### src/rtl/bus_mux_pkg.sv
// bus_mux_pkg: shared definitions for the bus_mux_arb source selector.
//   mode_e        : mode port encodings (direct select / round-robin)
//   *_MIN/*_MAX   : legal ranges for WIDTH and NCH
//   onehot_to_idx : binary index of a one-hot vector up to NCH_MAX bits
package bus_mux_pkg;

  typedef enum logic {
    MODE_DIRECT = 1'b0,
    MODE_RR     = 1'b1
  } mode_e;

  localparam int WIDTH_MIN = 1;
  localparam int WIDTH_MAX = 64;
  localparam int NCH_MIN   = 2;
  localparam int NCH_MAX   = 16;
  localparam int IDX_W     = $clog2(NCH_MAX);

  function automatic logic [IDX_W-1:0] onehot_to_idx(input logic [NCH_MAX-1:0] oh);
    logic [IDX_W-1:0] idx;
    idx = '0;
    for (int unsigned i = 0; i < NCH_MAX; i++) begin
      if (oh[i]) idx = idx | IDX_W'(i);
    end
    return idx;
  endfunction

endpackage

### src/rtl/rr_arbiter.sv
// rr_arbiter: combinational round-robin arbiter.
// Compiled only when BUS_MUX_ARB_RR_EN is defined; otherwise this file
// contributes nothing and the parent runs in direct-select mode only.
//   req   in  NCH   per-channel request
//   ptr   in  SELW  last granted channel; search starts at ptr+1 and wraps
//   grant out NCH   one-hot grant (all zero when no request)
//   idx   out SELW  binary index of grant (0 when no request)
//   any   out 1     some channel granted
`ifdef BUS_MUX_ARB_RR_EN
module rr_arbiter
  import bus_mux_pkg::*;
#(
  parameter  int NCH  = 3,
  localparam int SELW = $clog2(NCH)
) (
  input  logic [NCH-1:0]  req,
  input  logic [SELW-1:0] ptr,
  output logic [NCH-1:0]  grant,
  output logic [SELW-1:0] idx,
  output logic            any
);

  always_comb begin
    int unsigned c;
    grant = '0;
    c     = 0;
    for (int unsigned k = 1; k <= NCH; k++) begin
      c = (32'(ptr) + k) % NCH;
      if (grant == '0 && req[c[SELW-1:0]]) grant[c[SELW-1:0]] = 1'b1;
    end
    idx = SELW'(onehot_to_idx(NCH_MAX'(grant)));
    any = |grant;
  end

endmodule
`endif

### src/rtl/bus_mux_arb.sv
// bus_mux_arb: registered N-channel bus selector with valid/ready output.
// Selects a source by direct code (madd) or, when BUS_MUX_ARB_RR_EN is
// defined, by round-robin arbitration (mode=1). Without the macro the mode
// port is ignored and the block always runs in direct mode.
//   clk, rst_n  clock / async active-low reset
//   mode        0 direct, 1 round-robin
//   madd        direct-mode channel select
//   in_data     flattened sources, channel i at [i*WIDTH +: WIDTH]
//   in_valid    per-channel valid;  in_ready  per-channel ready (one-hot or 0)
//   y, y_valid  registered output word and valid;  y_ready downstream accept
//   y_src       channel that produced y
//   sel_err     sticky direct-mode out-of-range select;  err_clr clears it
module bus_mux_arb
  import bus_mux_pkg::*;
#(
  parameter  int WIDTH = 8,
  parameter  int NCH   = 3,
  localparam int SELW  = $clog2(NCH)
) (
  input  logic                 clk,
  input  logic                 rst_n,
  input  logic                 mode,
  input  logic [SELW-1:0]      madd,
  input  logic [NCH*WIDTH-1:0] in_data,
  input  logic [NCH-1:0]       in_valid,
  output logic [NCH-1:0]       in_ready,
  output logic [WIDTH-1:0]     y,
  output logic                 y_valid,
  input  logic                 y_ready,
  output logic [SELW-1:0]      y_src,
  output logic                 sel_err,
  input  logic                 err_clr
);

  logic             slot_free;
  logic             madd_ok;
  logic             bad_sel;
  logic             gany;
  logic             xfer;
  logic [NCH-1:0]   dgrant;
  logic [NCH-1:0]   grant;
  logic [SELW-1:0]  gidx;
  logic [WIDTH-1:0] gdata;

  assign slot_free = !y_valid || y_ready;
  assign madd_ok   = 32'(madd) < 32'(NCH);

  always_comb begin
    dgrant = '0;
    if (madd_ok && in_valid[madd]) dgrant[madd] = 1'b1;
  end

`ifdef BUS_MUX_ARB_RR_EN
  logic            mode_rr;
  logic [SELW-1:0] ptr;
  logic [SELW-1:0] rr_idx;
  logic [NCH-1:0]  rr_grant;
  logic            rr_any;

  assign mode_rr = (mode_e'(mode) == MODE_RR);

  rr_arbiter #(.NCH(NCH)) u_arb (
    .req   (in_valid),
    .ptr   (ptr),
    .grant (rr_grant),
    .idx   (rr_idx),
    .any   (rr_any)
  );

  assign grant   = mode_rr ? rr_grant : dgrant;
  assign gidx    = mode_rr ? rr_idx : madd;
  assign gany    = mode_rr ? rr_any : |dgrant;
  assign bad_sel = !mode_rr && !madd_ok;

  // ptr survives mode switches; only RR transfers move it.
  always_ff @(posedge clk or negedge rst_n) begin
    if (!rst_n)              ptr <= SELW'(NCH - 1);
    else if (xfer && mode_rr) ptr <= rr_idx;
  end
`else
  logic unused_mode;
  assign unused_mode = mode;
  assign grant       = dgrant;
  assign gidx        = madd;
  assign gany        = |dgrant;
  assign bad_sel     = !madd_ok;
`endif

  assign xfer = gany && slot_free;
  // Gated by rst_n so no handshake can complete while reset is asserted.
  assign in_ready = (rst_n && slot_free) ? grant : '0;

  always_comb begin
    gdata = '0;
    for (int unsigned i = 0; i < NCH; i++) begin
      if (gidx == SELW'(i)) gdata = in_data[i*WIDTH +: WIDTH];
    end
  end

  always_ff @(posedge clk or negedge rst_n) begin
    if (!rst_n) begin
      y       <= '0;
      y_valid <= 1'b0;
      y_src   <= '0;
      sel_err <= 1'b0;
    end else begin
      if (xfer) begin
        y       <= gdata;
        y_src   <= gidx;
        y_valid <= 1'b1;
      end else if (y_ready) begin
        y_valid <= 1'b0;
      end
      // Set has priority over clear.
      if (bad_sel)      sel_err <= 1'b1;
      else if (err_clr) sel_err <= 1'b0;
    end
  end

endmodule
### config.mk
export PLATFORM = sky130hd
export DESIGN_NAME = bus_mux_arb
export DESIGN_NICKNAME = d
export VERILOG_FILES = /design/src/rtl/bus_mux_pkg.sv /design/src/rtl/rr_arbiter.sv /design/src/rtl/bus_mux_arb.sv
export SDC_FILE = /design/constraint.sdc
export NUM_CORES = 1
export LEC_CHECK = 0
export CORE_MARGIN = 2
export CORE_UTILIZATION = 33
export CTS_CLUSTER_DIAMETER = 120
export DETAILED_ROUTE_END_ITERATION = 10
export PLACE_DENSITY_LB_ADDON = 0.05
export SYNTH_ARGS = -nofsm -noshare
export SYNTH_HDL_FRONTEND = slang
export SYNTH_SLANG_ARGS = --single-unit
### constraint.sdc
create_clock -name clk -period 1.3 [get_ports clk]
set_input_delay 0.195 -clock clk [delete_from_list [all_inputs] [get_ports clk]]
set_output_delay 0.195 -clock clk [all_outputs]
set_load 0.02 [all_outputs]
==> Word-level counts from Yosys, hierarchy flattened <==
Cells that the tools add are included.
{ "word_totals": {"regBits": 12, "input_bits": 34, "output_inout_bits": 15} }
{ "classes": {"magnitude_cmp": 3, "n_eq_ne": 3, "mux": 13, "reduce_logical": 9} }
{ "op_table": {"columns": ["cell", "count"], "rows": [
  ["two-way mux 8 bit", 3],
  ["two-way mux 1 bit", 6],
  ["two-way mux 3 bit", 2],
  ["logical AND 1 bit", 4],
  ["less-than comparator 2 x 3 -> 1 bit (second input constant)", 1],
  ["OR reduction 3 bit", 1],
  ["binary-select mux 1 bit (select 2 bit)", 1],
  ["demux 1 bit (select 2 bit)", 1],
  ["== test 2 x 1 -> 1 bit (second input constant)", 1],
  ["== test 2 bit (second input constant)", 1],
  [">= comparator 2 x 1 -> 1 bit (second input constant)", 1],
  ["zero test 2 bit", 1],
  ["less-than comparator 2 bit (second input constant)", 1],
  ["inequality test 2 bit (second input constant)", 1],
  ["nonzero test 2 bit", 1],
  ["zero test 1 bit", 1],
  ["logical OR 1 bit", 1]
]} }

==> Longest topological paths before layout <==
Gate-level depths: netlist of the first run.
{ "depth": {"ltp_word": 8, "depth_mapped": 5} }

==> Worst setup path before layout of the first run <==
No wires, ideal clock.
{ "synth_path": {"path_kind": "register -> output", "start": "register y_valid", "end": "output in_ready[2]", "arrival_time_ps": 1447, "required_time_ps": 1105, "path_slack_ps": -342, "path_stages_with_launch": 4, "path_buffers": 0, "path_cell_list": "dfrtp_1 nand2b_1 nand2_1 nor4b_1"} }
{ "synth_via": {"elab_chain_len": 4} }
{ "synth_rtl": {"columns": ["element", "line", "rtl"], "rows": [
  ["from (decl)", "bus_mux_arb.sv:28", "output logic y_valid,"],
  ["from (signal assigned)", "bus_mux_arb.sv:103", "y_valid <= 1'b0;"],
  ["from (signal assigned)", "bus_mux_arb.sv:110", "y_valid <= 1'b1;"],
  ["from (signal assigned)", "bus_mux_arb.sv:112", "y_valid <= 1'b0;"],
  ["zero test 1 bit", "bus_mux_arb.sv:45", "assign slot_free = !y_valid || y_ready;"],
  ["logical OR 1 bit", "bus_mux_arb.sv:45", null],
  ["logical AND 1 bit", "bus_mux_arb.sv:91", "assign in_ready = (rst_n && slot_free) ? grant : '0;"],
  ["two-way mux 3 bit", "bus_mux_arb.sv:91", null],
  ["to (decl)", "bus_mux_arb.sv:26", "output logic [NCH-1:0] in_ready,"]
]} }
Every way passes these cells.

==> Worst setup path after layout of the first run <==
Ends and elaborated chain as after synthesis.

==> results of run 1 <==
==> per-layer routing <==
metal | vias to the layer above | share of wire (%) | global-route usage [%]
li1 | 350 | - | -
met1 | 345 | 42 | 21.2
met2 | 23 | 52 | 30.4
met3 | 4 | 5.4 | 3.68
met4 | 0 | 1.1 | 6.67
met5 | - | 0 | 0
==> area by class of cell <==
class                      instances  area (um2)
multi-input combinational         50         447
sequential                        12         300
clock buffer                       4        36.3
inverter                           2        7.51
tap                               27        33.8
timing repair buffer              56         517
fill                             166         601
==> logic make-up (layout without fill, tap and decap cells) <==
| kind of cell | after synthesis | in the layout |
|---|---|---|
| simple gates | 21 | 22 |
| mux | 18 | 18 |
| flops | 12 | 12 |
| compound gates | 10 | 10 |
| buf+inv | 5 | 62 |
==> per-stage QoR <==
stage | utilization [%] | setup slack (ns) | instances | setup TNS (ns) | power [mW]
after floorplan | - | -0.116 | 66 | -0.313 | 0.711
after global placement | 62.7 | -0.690 | 143 | -7.36 | 1.00
after detailed placement | 62.7 | -0.702 | 143 | -7.61 | 1.01
after CTS | 65.9 | -0.140 | 150 | -0.342 | 1.30
after global routing | 69.1 | -0.164 | 151 | -0.950 | 1.37
final | 69.1 | -0.118 | 151 | -0.291 | 1.30
==> power breakdown <==
part,internal [mW],switching (mW)
clock,0.170,0.137
sequential,0.447,0.0335
combinational,0.265,0.248
==> path summary, 6_finish.rpt <==
check / to
worst max register to register: y_src[0]
max in group asynchronous: y_src[1]
min in group clk: y_valid
worst min-delay path: y_valid
worst max-delay path: in_ready[2]
worst min register to register: y[2]
==> worst max-delay path: cells and delay by family (launching register included) <==
kind	cells	cell delay, ns
buffers and inverters	1	0.18
flip-flops	1	0.41
AND/OR/NAND/NOR	3	0.36
==> flip-flops by register name, summed over array words and instances, names as in the netlist <==
register / flops
sel_err: 1
y: 8
y_src: 2
y_valid: 1
==> cell usage in the layout, fill, tap and decap left out <==
cell              n
dlygate4sd2_1    17
o21ai_4           1
nor2b_4           1
nand2_4           1
inv_1             1
clkdlybuf4s50_1  26
dlymetal6s2s_1    1
clkbuf_8          1
nand3_4           2
mux2_1            8
mux2i_1           8
nor4b_4           1
nand3b_1          1
nand2_1          12
clkbuf_4          3
buf_4             9
buf_6             2
inv_2             1
nor3_4            1
o21ai_0           9
nor3_1            1
mux2_4            2
nand2b_4          2
buf_2             1
dfrtp_1          12
==> timing repair <==
item	4_1_cts	5_1_grt
cloned	1	0
setup buffers	2	1
hold endpoints to repair	0	0
setup endpoints to repair	25	13
resized for setup	42	10
pin swaps	4	3
==> qor.csv, run 1 <==
stage,metric,value,unit
outcome,run status,finished with violations,
outcome,failing checks,negative setup slack,
floorplanning,Core Rows,16,
setup_path,Setup crit start,y_valid,
timing,min cycle time layout,1.42,ns
run,max cap viols,0,
logic_synthesis,Synth Flop Type,dfrtp_1,
setup_path,CP required,1.11,ns
setup_path,CP Data Arrival Time,1.22,ns
clocking,CTS tree,yes,
global_route,grt ovf,0,
clocking,Root Driver,clkbuf_4,
layout,Antenna diodes,0,
global_route,Overall Global Routing Usage,17.6,%
logic_synthesis,Synth top cells by count,"nand2_1 (13), dfrtp_1 (12), mux2_1 (9), o21ai_0 (9), mux2i_1 (8)",
logic_synthesis,share of the synthesized area in the top cell type,44.4,%
logic_synthesis,Adder-Cell Fraction of Synth Area,0,%
logic_synthesis,"FF+latch count, synth",12,
routing,drt pass-1 iters,4,
setup_path,largest fanout on the critical path,3,
logic_synthesis,Synth warnings,0,
floorplanning,Chip Width,49.3,um
setup_path,reg2reg path depth,4,
timing,RSZ-0062 raised after global routing,true,
clocking,Max H-tree Level,1,
timing,fin crit share,109,%
global_route,first-pass GRT wire length,3.30,mm
setup_path,crit path cell chain,nand2b_4 > nand2_4 > nor4b_4 > buf_4,
routing,Via density,4.78,
timing,worst relative slew slack,80.3,%
timing,Peak Freq,705,MHz
placement,IO buf count,47,
global_route,number of global-route vias before repair,723,
logic_synthesis,most area-hungry cell type in the Yosys netlist,dfrtp_1,
global_route,largest net degree at the start of global routing,13,
pwr,peak supply drop,0.596,mV
routing,Iter 0 DRT Violations,1,
timing,Slew Limit Fails,0,
floorplanning,core box area,1940,um2
setup_path,CP Capture Type,output port,
logic_synthesis,Synth Net Count,100,
setup_path,r2r startpoint,y_valid,
logic_synthesis,Synth Area in XOR/XNOR,0,%
logic_synthesis,top post-synthesis cells by area,"dfrtp_1 (44%), mux2_1 (15%), mux2i_1 (12%), nand2_1 (7.2%), o21ai_0 (6.7%)",
logic_synthesis,Syn Inst Count,66,
routing,Detailed Route WL,2.08,mm
timing,Final Skew,0.00121,ns
floorplanning,die area,2430,um2
clocking,Clock Tree Buf Depth,2,
timing,Worst Hold Margin,0.311,ns
timing,worst-margin pin slew,0.295,ns
pwr,Leakage Power,0.646,nW
logic_synthesis,top-count cell post-synth,nand2_1,
routing,vias,722,
logic_synthesis,Synth Area in Simple Gates,16.5,%
logic_synthesis,Synth async-reset ratio,100,%
floorplanning,Starting Density,34.9,%
placement,placed instance area,1220,um2
clocking,"Clk pin slew, worst setup/hold paths",0.08,ns
clocking,"Clk Latency, worst-skew pair",0.27,ns
layout,layout overhead on the synthesized area,98.2,%
logic_synthesis,Synth Area per Inst,10.3,um2
setup_path,WS Path Type,reg2out,
timing,final worst slack,-0.118,ns
logic_synthesis,mux cell area share after synthesis,28.5,%
logic_synthesis,largest family of logic cells by synthesized area,multiplexers,
logic_synthesis,Post-synth EDFFs,0,
clocking,Post-CTS Hold Fix Bufs,0,
floorplanning,# IOs,49,
timing,final setup vio count,7,
logic_synthesis,distinct cell type count after synthesis,16,
placement,dpl hpwl,1.46,mm
clocking,total clock sinks,12,
timing,Final Hold Fails,0,
clocking,cts bufs inserted,3,
global_route,initial antenna violation count,0,
setup_path,CP max stage delay,0.41,ns
layout,nets,159,
routing,wire per inst,13.8,um
routing,Remaining DRCs,0,
placement,Final GP Congestion,0.762,
setup_path,Worst R2R Setup Slack,0.06,ns
worst_hold_path,min-delay worst type,in2async,
logic_synthesis,Synth Area in Compound Gates,7.39,%
layout,layout cells sized above 1,22.6,%
floorplanning,Die Ht,49.3,um
logic_synthesis,sequential share of the synthesized area,44.4,%
setup_path,Critical-path top delay cell,dfrtp_1,
layout,design area,1340,um2
setup_path,Startpoint Class,flop,
pwr,PD cells,969,nW/um2
routing,Final ANT Viol Nets,0,
logic_synthesis,area of the mapped netlist,677,um2
Power figures use the tool's default switching activity.
==> run 2, diff against run 1 <==
--- a/config.mk
+++ b/config.mk
@@ -5,9 +5,10 @@
 export SDC_FILE = /design/constraint.sdc
 export NUM_CORES = 1
 export LEC_CHECK = 0
+export CORE_ASPECT_RATIO = 0.75
 export CORE_MARGIN = 2
 export CORE_UTILIZATION = 33
-export CTS_CLUSTER_DIAMETER = 120
+export CTS_CLUSTER_SIZE = 14
 export DETAILED_ROUTE_END_ITERATION = 10
 export PLACE_DENSITY_LB_ADDON = 0.05
 export SYNTH_ARGS = -nofsm -noshare
==> run 2 against run 1 <==
  * The run still ends with negative setup slack left
  * Combinational power about the same
  * Sequential power increased by 0.8%
  * Die area increased by 0.15%
  * Critical path depth increased by 1
  * Final cell count decreased by 0.66%
  * Register-to-register slack improved by 0.03 ns
  * First-iteration DRC count increased to 5.0 times the previous value
  * Clock power decreased by 2%
  * Largest power group unchanged
==> qor.csv, run 2 (same netlist as run 1, synthesis figures left out) <==
stage,metric,value,unit,change
pwr,peak supply drop,0.755,mV,+27%
global_route,first-pass GRT wire length,3.27,mm,-0.85%
setup_path,CP Data Arrival Time,1.22,ns,about the same
layout,Top Registers,"y (8), y_src (2)",,
routing,Iter 0 DRT Violations,5,,+4
layout,Largest Register,y,,
layout,"commonest non-fill, non-tap cell in the layout",clkdlybuf4s50_1,,
global_route,Overall Global Routing Usage,17.9,%,+0.30 points
placement,placed instance area,1230,um2,+0.92%
layout,"Core Util, Final",67.3,%,-1.8 points
layout,layout overhead on the synthesized area,96.9,%,
floorplanning,die area,2430,um2,+0.15%
clocking,total clock sinks,12,,unchanged
placement,IO buf count,47,,unchanged
timing,Slew Limit Fails,0,,unchanged
layout,# fillers,169,,+1.8%
routing,vias,705,,-2.4%
run,max cap viols,0,,unchanged
routing,Via density,4.70,,-1.7%
timing,final worst slack,-0.115,ns,+0.00320 ns
placement,Placed Cells,142,,-0.70%
placement,Final GP Congestion,0.714,,-6.2%
setup_path,CP required,1.11,ns,about the same
floorplanning,core box area,1980,um2,+1.9%
global_route,number of global-route vias before repair,711,,-1.7%
timing,final setup vio count,3,,-4
pwr,Leakage Power,0.634,nW,-1.8%
clocking,Post-CTS Hold Fix Bufs,0,,unchanged
floorplanning,Starting Density,34.2,%,-0.66 points
routing,Final ANT Viol Nets,0,,unchanged
timing,Final Skew,0.00195,ns,+0.000744 ns
layout,Antenna diodes,0,,unchanged
floorplanning,Core Rows,14,,-2
timing,Final Hold Fails,0,,unchanged
timing,Peak Freq,707,MHz,+0.23%
pwr,PD cells,974,nW/um2,+0.48%
routing,Detailed Route WL,2.01,mm,-3.2%
timing,worst-margin pin slew,0.335,ns,+0.0406 ns
floorplanning,# IOs,49,,unchanged
floorplanning,Chip Width,56.3,um,+14%
setup_path,Startpoint Class,input port,,
timing,worst relative slew slack,77.5,%,-2.8 points
pwr,total power,1.30,mW,-0.18%
setup_path,largest fanout on the critical path,2,,-1
layout,nets,161,,+1.3%
layout,max reg flops,8,,unchanged
setup_path,WS Path Type,in2out,,
clocking,Clock Tree Buf Depth,2,,unchanged
global_route,grt ovf,0,,unchanged
routing,wire per inst,13.4,um,-2.5%
placement,dpl hpwl,1.47,mm,+0.80%
worst_hold_path,min-delay worst type,in2async,,
timing,min cycle time layout,1.41,ns,-0.00320 ns
layout,most frequent cells in the layout,"clkdlybuf4s50_1 (27), dlygate4sd2_1 (14), nand2_1 (12), buf_4 (12), dfrtp_1 (12)",,
routing,Remaining DRCs,0,,unchanged
global_route,largest net degree at the start of global routing,13,,unchanged
outcome,run status,finished with violations,,
clocking,"Clk pin slew, worst setup/hold paths",0.08,ns,about the same
clocking,cts bufs inserted,3,,unchanged
floorplanning,Die Ht,43.2,um,-12%
setup_path,Critical-path top delay cell,clkdlybuf4s50_1,,
timing,fin crit share,109,%,-0.25 points
clocking,Root Driver,clkbuf_4,,
setup_path,CP Capture Type,output port,,
global_route,initial antenna violation count,0,,unchanged
timing,Worst Hold Margin,0.316,ns,+0.00523 ns
clocking,CTS tree,yes,,
layout,layout cells sized above 1,25.4,%,+2.8 points
clocking,"Clk Latency, worst-skew pair",0.27,ns,about the same
outcome,failing checks,negative setup slack,,
timing,RSZ-0062 raised after global routing,true,,
routing,drt pass-1 iters,4,,unchanged
setup_path,CP max stage delay,0.46,ns,+0.05 ns
setup_path,crit path cell chain,clkdlybuf4s50_1 > nand2b_4 > nand2_4 > nor4b_2 > buf_4,,
layout,design area,1330,um2,-0.65%
layout,fin cells,150,,-0.66%
clocking,Max H-tree Level,1,,unchanged
run 2: power by group:
group	switching [mW]	internal, mW	leakage [nW]
combinational	0.244	0.268	0.467
clock	0.131	0.170	0.0210
sequential	0.0372	0.447	0.146
run 2: final timing paths:
kind	from	endpoint	slack, ns	cells after the start
max	y_ready	in_ready[2]	-0.11	5
min	rst_n	y_valid	0.32	2
max reg2reg	y_valid	y[2]	0.09	4
min reg2reg	y[7]	y[7]	0.49	1
max in group asynchronous	rst_n	y[7]	0.83	2
min in group clk	madd[0]	sel_err	0.41	4
run 2: timing repair:
action | CTS | global route
cloned | 1 | 0
setup buffers | 2 | 2
gates resized for setup | 42 | 11
pin swaps | 3 | 6
endpoints found under the setup margin | 25 | 13
run 2: final cells by class:
cell class                      count  area (um2)  share of cell area [%]
Timing Repair Buffer               58         534                    40.1
Sequential cell                    12         300                    22.5
Tap cell                           24        30.0                    2.25
Clock buffer                        4        36.3                    2.72
Inverter                            2        7.51                   0.563
Multi-Input combinational cell     50         424                    31.8
run 2: metal layers:
metal	up-vias	wire length, um	track usage, %
met1	333	906	23.7
li1	349	-	-
met3	0	149	8.84
met4	0	0	2.86
met5	-	0	0
met2	23	956	26.8
run 2: worst max-delay path: cells and delay by family:
| kind | cells | cell delay, ns |
|---|---|---|
| buffers and inverters | 2 | 0.64 |
| and+or+nand+nor | 3 | 0.39 |
run 2: per-stage QoR:
step                      setup WS, ns  TNS (ns)
after floorplan                 -0.116    -0.313
after global placement          -0.592     -6.92
after detailed placement        -0.612     -7.26
after CTS                       -0.142    -0.322
after global routing            -0.173    -0.450
final                           -0.115    -0.309
==> run 3, diff against run 2 <==
==> constraint.sdc (replaced) <==
create_clock -name clk -period 1.6 [get_ports clk]
set_input_delay 0.24 -clock clk [delete_from_list [all_inputs] [get_ports clk]]
set_output_delay 0.24 -clock clk [all_outputs]
set_load 0.02 [all_outputs]
==> run 3 against run 2 <==
  * Power is 18% lower
  * First-iteration DRC count is 60% lower
  * Non-clock buffer count shrank 2
  * Clock skew rose by 0.0038 ns
  * Highest routed layer unchanged
  * Flip-flop and latch count unchanged
  * Worst setup slack gained 0.18 ns
  * Register-to-register slack better by 0.18 ns
  * Count of clock-buffer cells in the layout stayed put
  * Die area unchanged
  * Sequential share of layout area grew 0.59 points
  * Routed wire length shrank 6.5%
  * The run now ends clean
==> qor.csv, run 3 (same netlist as run 1, synthesis figures left out) <==
stage,metric,value,unit,change
pwr,sw frac,30.0,%,-1.8 points
timing,worst relative slew slack,82.4,%,+4.9 points
setup_path,Setup crit start,rst_n,,
routing,wire per inst,12.8,um,-4.6%
placement,placed instance area,1230,um2,unchanged
setup_path,Worst R2R Setup Slack,0.27,ns,+0.18 ns
global_route,initial antenna violation count,0,,unchanged
floorplanning,core box area,1980,um2,unchanged
setup_path,Startpoint Class,input port,,
setup_path,reg2reg path depth,5,,+1
setup_path,CP Data Arrival Time,1.29,ns,+0.07 ns
setup_path,end point of the critical path,in_ready[2],,
setup_path,CP Capture Type,output port,,
clocking,CTS tree,yes,,
placement,IO buf count,47,,unchanged
timing,worst-margin pin slew,0.262,ns,-0.0732 ns
global_route,grt ovf,0,,unchanged
placement,dpl hpwl,1.53,mm,+4.1%
layout,"Core Util, Final",65.6,%,-1.7 points
setup_path,largest fanout on the critical path,3,,+1
layout,design area,1300,um2,-2.5%
worst_hold_path,min-delay worst type,in2async,,
clocking,total clock sinks,12,,unchanged
clocking,Clock Tree Buf Depth,2,,unchanged
pwr,sequential power share,36.8,%,-0.5 points
placement,Final GP Congestion,0.712,,-0.36%
floorplanning,Die Ht,43.2,um,unchanged
clocking,Root Driver,clkbuf_4,,
routing,drt pass-1 iters,2,,-2
routing,Via density,4.58,,-2.6%
timing,min cycle time layout,1.53,ns,
layout,"commonest non-fill, non-tap cell in the layout",clkdlybuf4s50_1,,
layout,Top Registers,"y (8), y_src (2)",,
timing,Final Skew,0.00572,ns,+0.00376 ns
clocking,"Clk Latency, worst-skew pair",0.27,ns,about the same
layout,fin cells,147,,-2.0%
layout,layout cells sized above 1,17.9,%,-7.5 points
pwr,peak supply drop,0.786,mV,+4.0%
timing,final setup vio count,0,,-3
floorplanning,die area,2430,um2,unchanged
timing,Final Hold Fails,0,,unchanged
clocking,"Clk pin slew, worst setup/hold paths",0.08,ns,about the same
routing,Remaining DRCs,0,,unchanged
routing,Detailed Route WL,1.88,mm,-6.5%
pwr,PD cells,824,nW/um2,-15%
layout,nets,158,,-1.9%
pwr,P_sw,0.320,mW,-22%
floorplanning,# IOs,49,,unchanged
floorplanning,Core Rows,14,,unchanged
pwr,P_int,0.749,mW,-15%
run,max cap viols,0,,unchanged
timing,fin crit share,95.6,%,
floorplanning,Chip Width,56.3,um,unchanged
routing,Final ANT Viol Nets,0,,unchanged
global_route,largest net degree at the start of global routing,13,,unchanged
layout,Multi-input gate area,392,um2,-7.7%
setup_path,r2r startpoint,y_valid,,
setup_path,WS Path Type,in2out,,
layout,register area,300,um2,unchanged
clocking,cts bufs inserted,3,,unchanged
global_route,Overall Global Routing Usage,17.5,%,-0.39 points
pwr,Leakage Power,0.605,nW,-4.6%
setup_path,Critical R2R Capture,y[0],,
layout,# fillers,167,,-1.2%
floorplanning,Starting Density,34.2,%,unchanged
timing,Peak Freq,653,MHz,
layout,most frequent cells in the layout,"clkdlybuf4s50_1 (41), nand2_1 (12), dfrtp_1 (12)",,
global_route,first-pass GRT wire length,3.28,mm,+0.43%
routing,vias,673,,-4.5%
routing,Iter 0 DRT Violations,2,,-3
layout,Antenna diodes,0,,unchanged
pwr,Clock power frac,22.5,%,-0.7 points
layout,max reg flops,8,,unchanged
pwr,Logic pwr share,40.7,%,+1.2 points
timing,Slew Limit Fails,0,,unchanged
outcome,run status,completed,,
setup_path,CP required,1.36,ns,+0.25 ns
clocking,Post-CTS Hold Fix Bufs,0,,unchanged
placement,Placed Cells,142,,unchanged
timing,RSZ-0062 raised after global routing,false,,
layout,layout overhead on the synthesized area,91.9,%,
layout,Largest Register,y,,
clocking,Max H-tree Level,1,,unchanged
global_route,number of global-route vias before repair,716,,+0.70%
## run 3: worst max-delay path: stages
cell and delay [ns]:
clkdlybuf4s50_1 0.53, nand2_4 0.08, nor4b_4 0.26, buf_4 0.18
## run 3: timing repair
item                                   in CTS  in global routing
setup buffers                               0                  1
resized for setup                          16                  9
pin swaps                                   0                  2
cloned                                      0                  0
endpoints found under the hold margin       0                  0
setup endpoints to repair                   8                  5
## run 3: final cells by class
| type | count | share of cell area, % |
|---|---|---|
| Sequential cell | 12 | 23.1 |
| Multi-Input combinational cell | 49 | 30.2 |
| Tap cell | 24 | 2.31 |
| Timing Repair Buffer | 56 | 41.0 |
| Inverter | 2 | 0.578 |
| Clock buffer | 4 | 2.79 |
## run 3: layer usage
metal	global-route usage [%]	vias to the layer above	share of wire (%)
li1	-	347	-
met5	0	-	0
met4	1.43	0	0
met2	27.8	18	50
met3	7.62	0	4.9
met1	23.1	308	45
## run 3: how the worst min path moves through the flow
| stage | startpoint | end | slack, ns | depth (start not counted) |
|---|---|---|---|---|
| after floorplan | rst_n | sel_err | -0.06 | 0 |
| after global placement | y_src[0] | y_src[0] | 0.47 | 1 |
| after detailed placement | y_src[1] | y_src[1] | 0.48 | 1 |
| after CTS | rst_n | y_valid | 0.29 | 2 |
| after global routing | rst_n | y_valid | 0.38 | 2 |
| final | rst_n | y_valid | 0.37 | 2 |
## run 3: power groups by stage
stage | Combinational, mW | Clock, mW | Sequential (mW)
final | 0.435 | 0.241 | 0.394
after global routing | 0.468 | 0.265 | 0.402
after CTS | 0.430 | 0.249 | 0.393
after detailed placement | 0.429 | 0 | 0.398
after global placement | 0.425 | 0 | 0.397
after floorplan | 0.104 | 0 | 0.473
## run 3: metrics by stage
| step | power [mW] | hold slack [ns] | setup TNS (ns) | setup slack [ns] |
|---|---|---|---|---|
| 2_1_floorplan | 0.577 | -0.0556 | 0 | 0.139 |
| 3_3_place_gp | 0.821 | 0.475 | -3.81 | -0.380 |
| 3_5_place_dp | 0.827 | 0.484 | -3.98 | -0.446 |
| 4_1_cts | 1.07 | 0.294 | 0 | 0.00678 |
| 5_1_grt | 1.14 | 0.380 | 0 | 0.0221 |
| 6_report | 1.07 | 0.368 | 0 | 0.0698 |
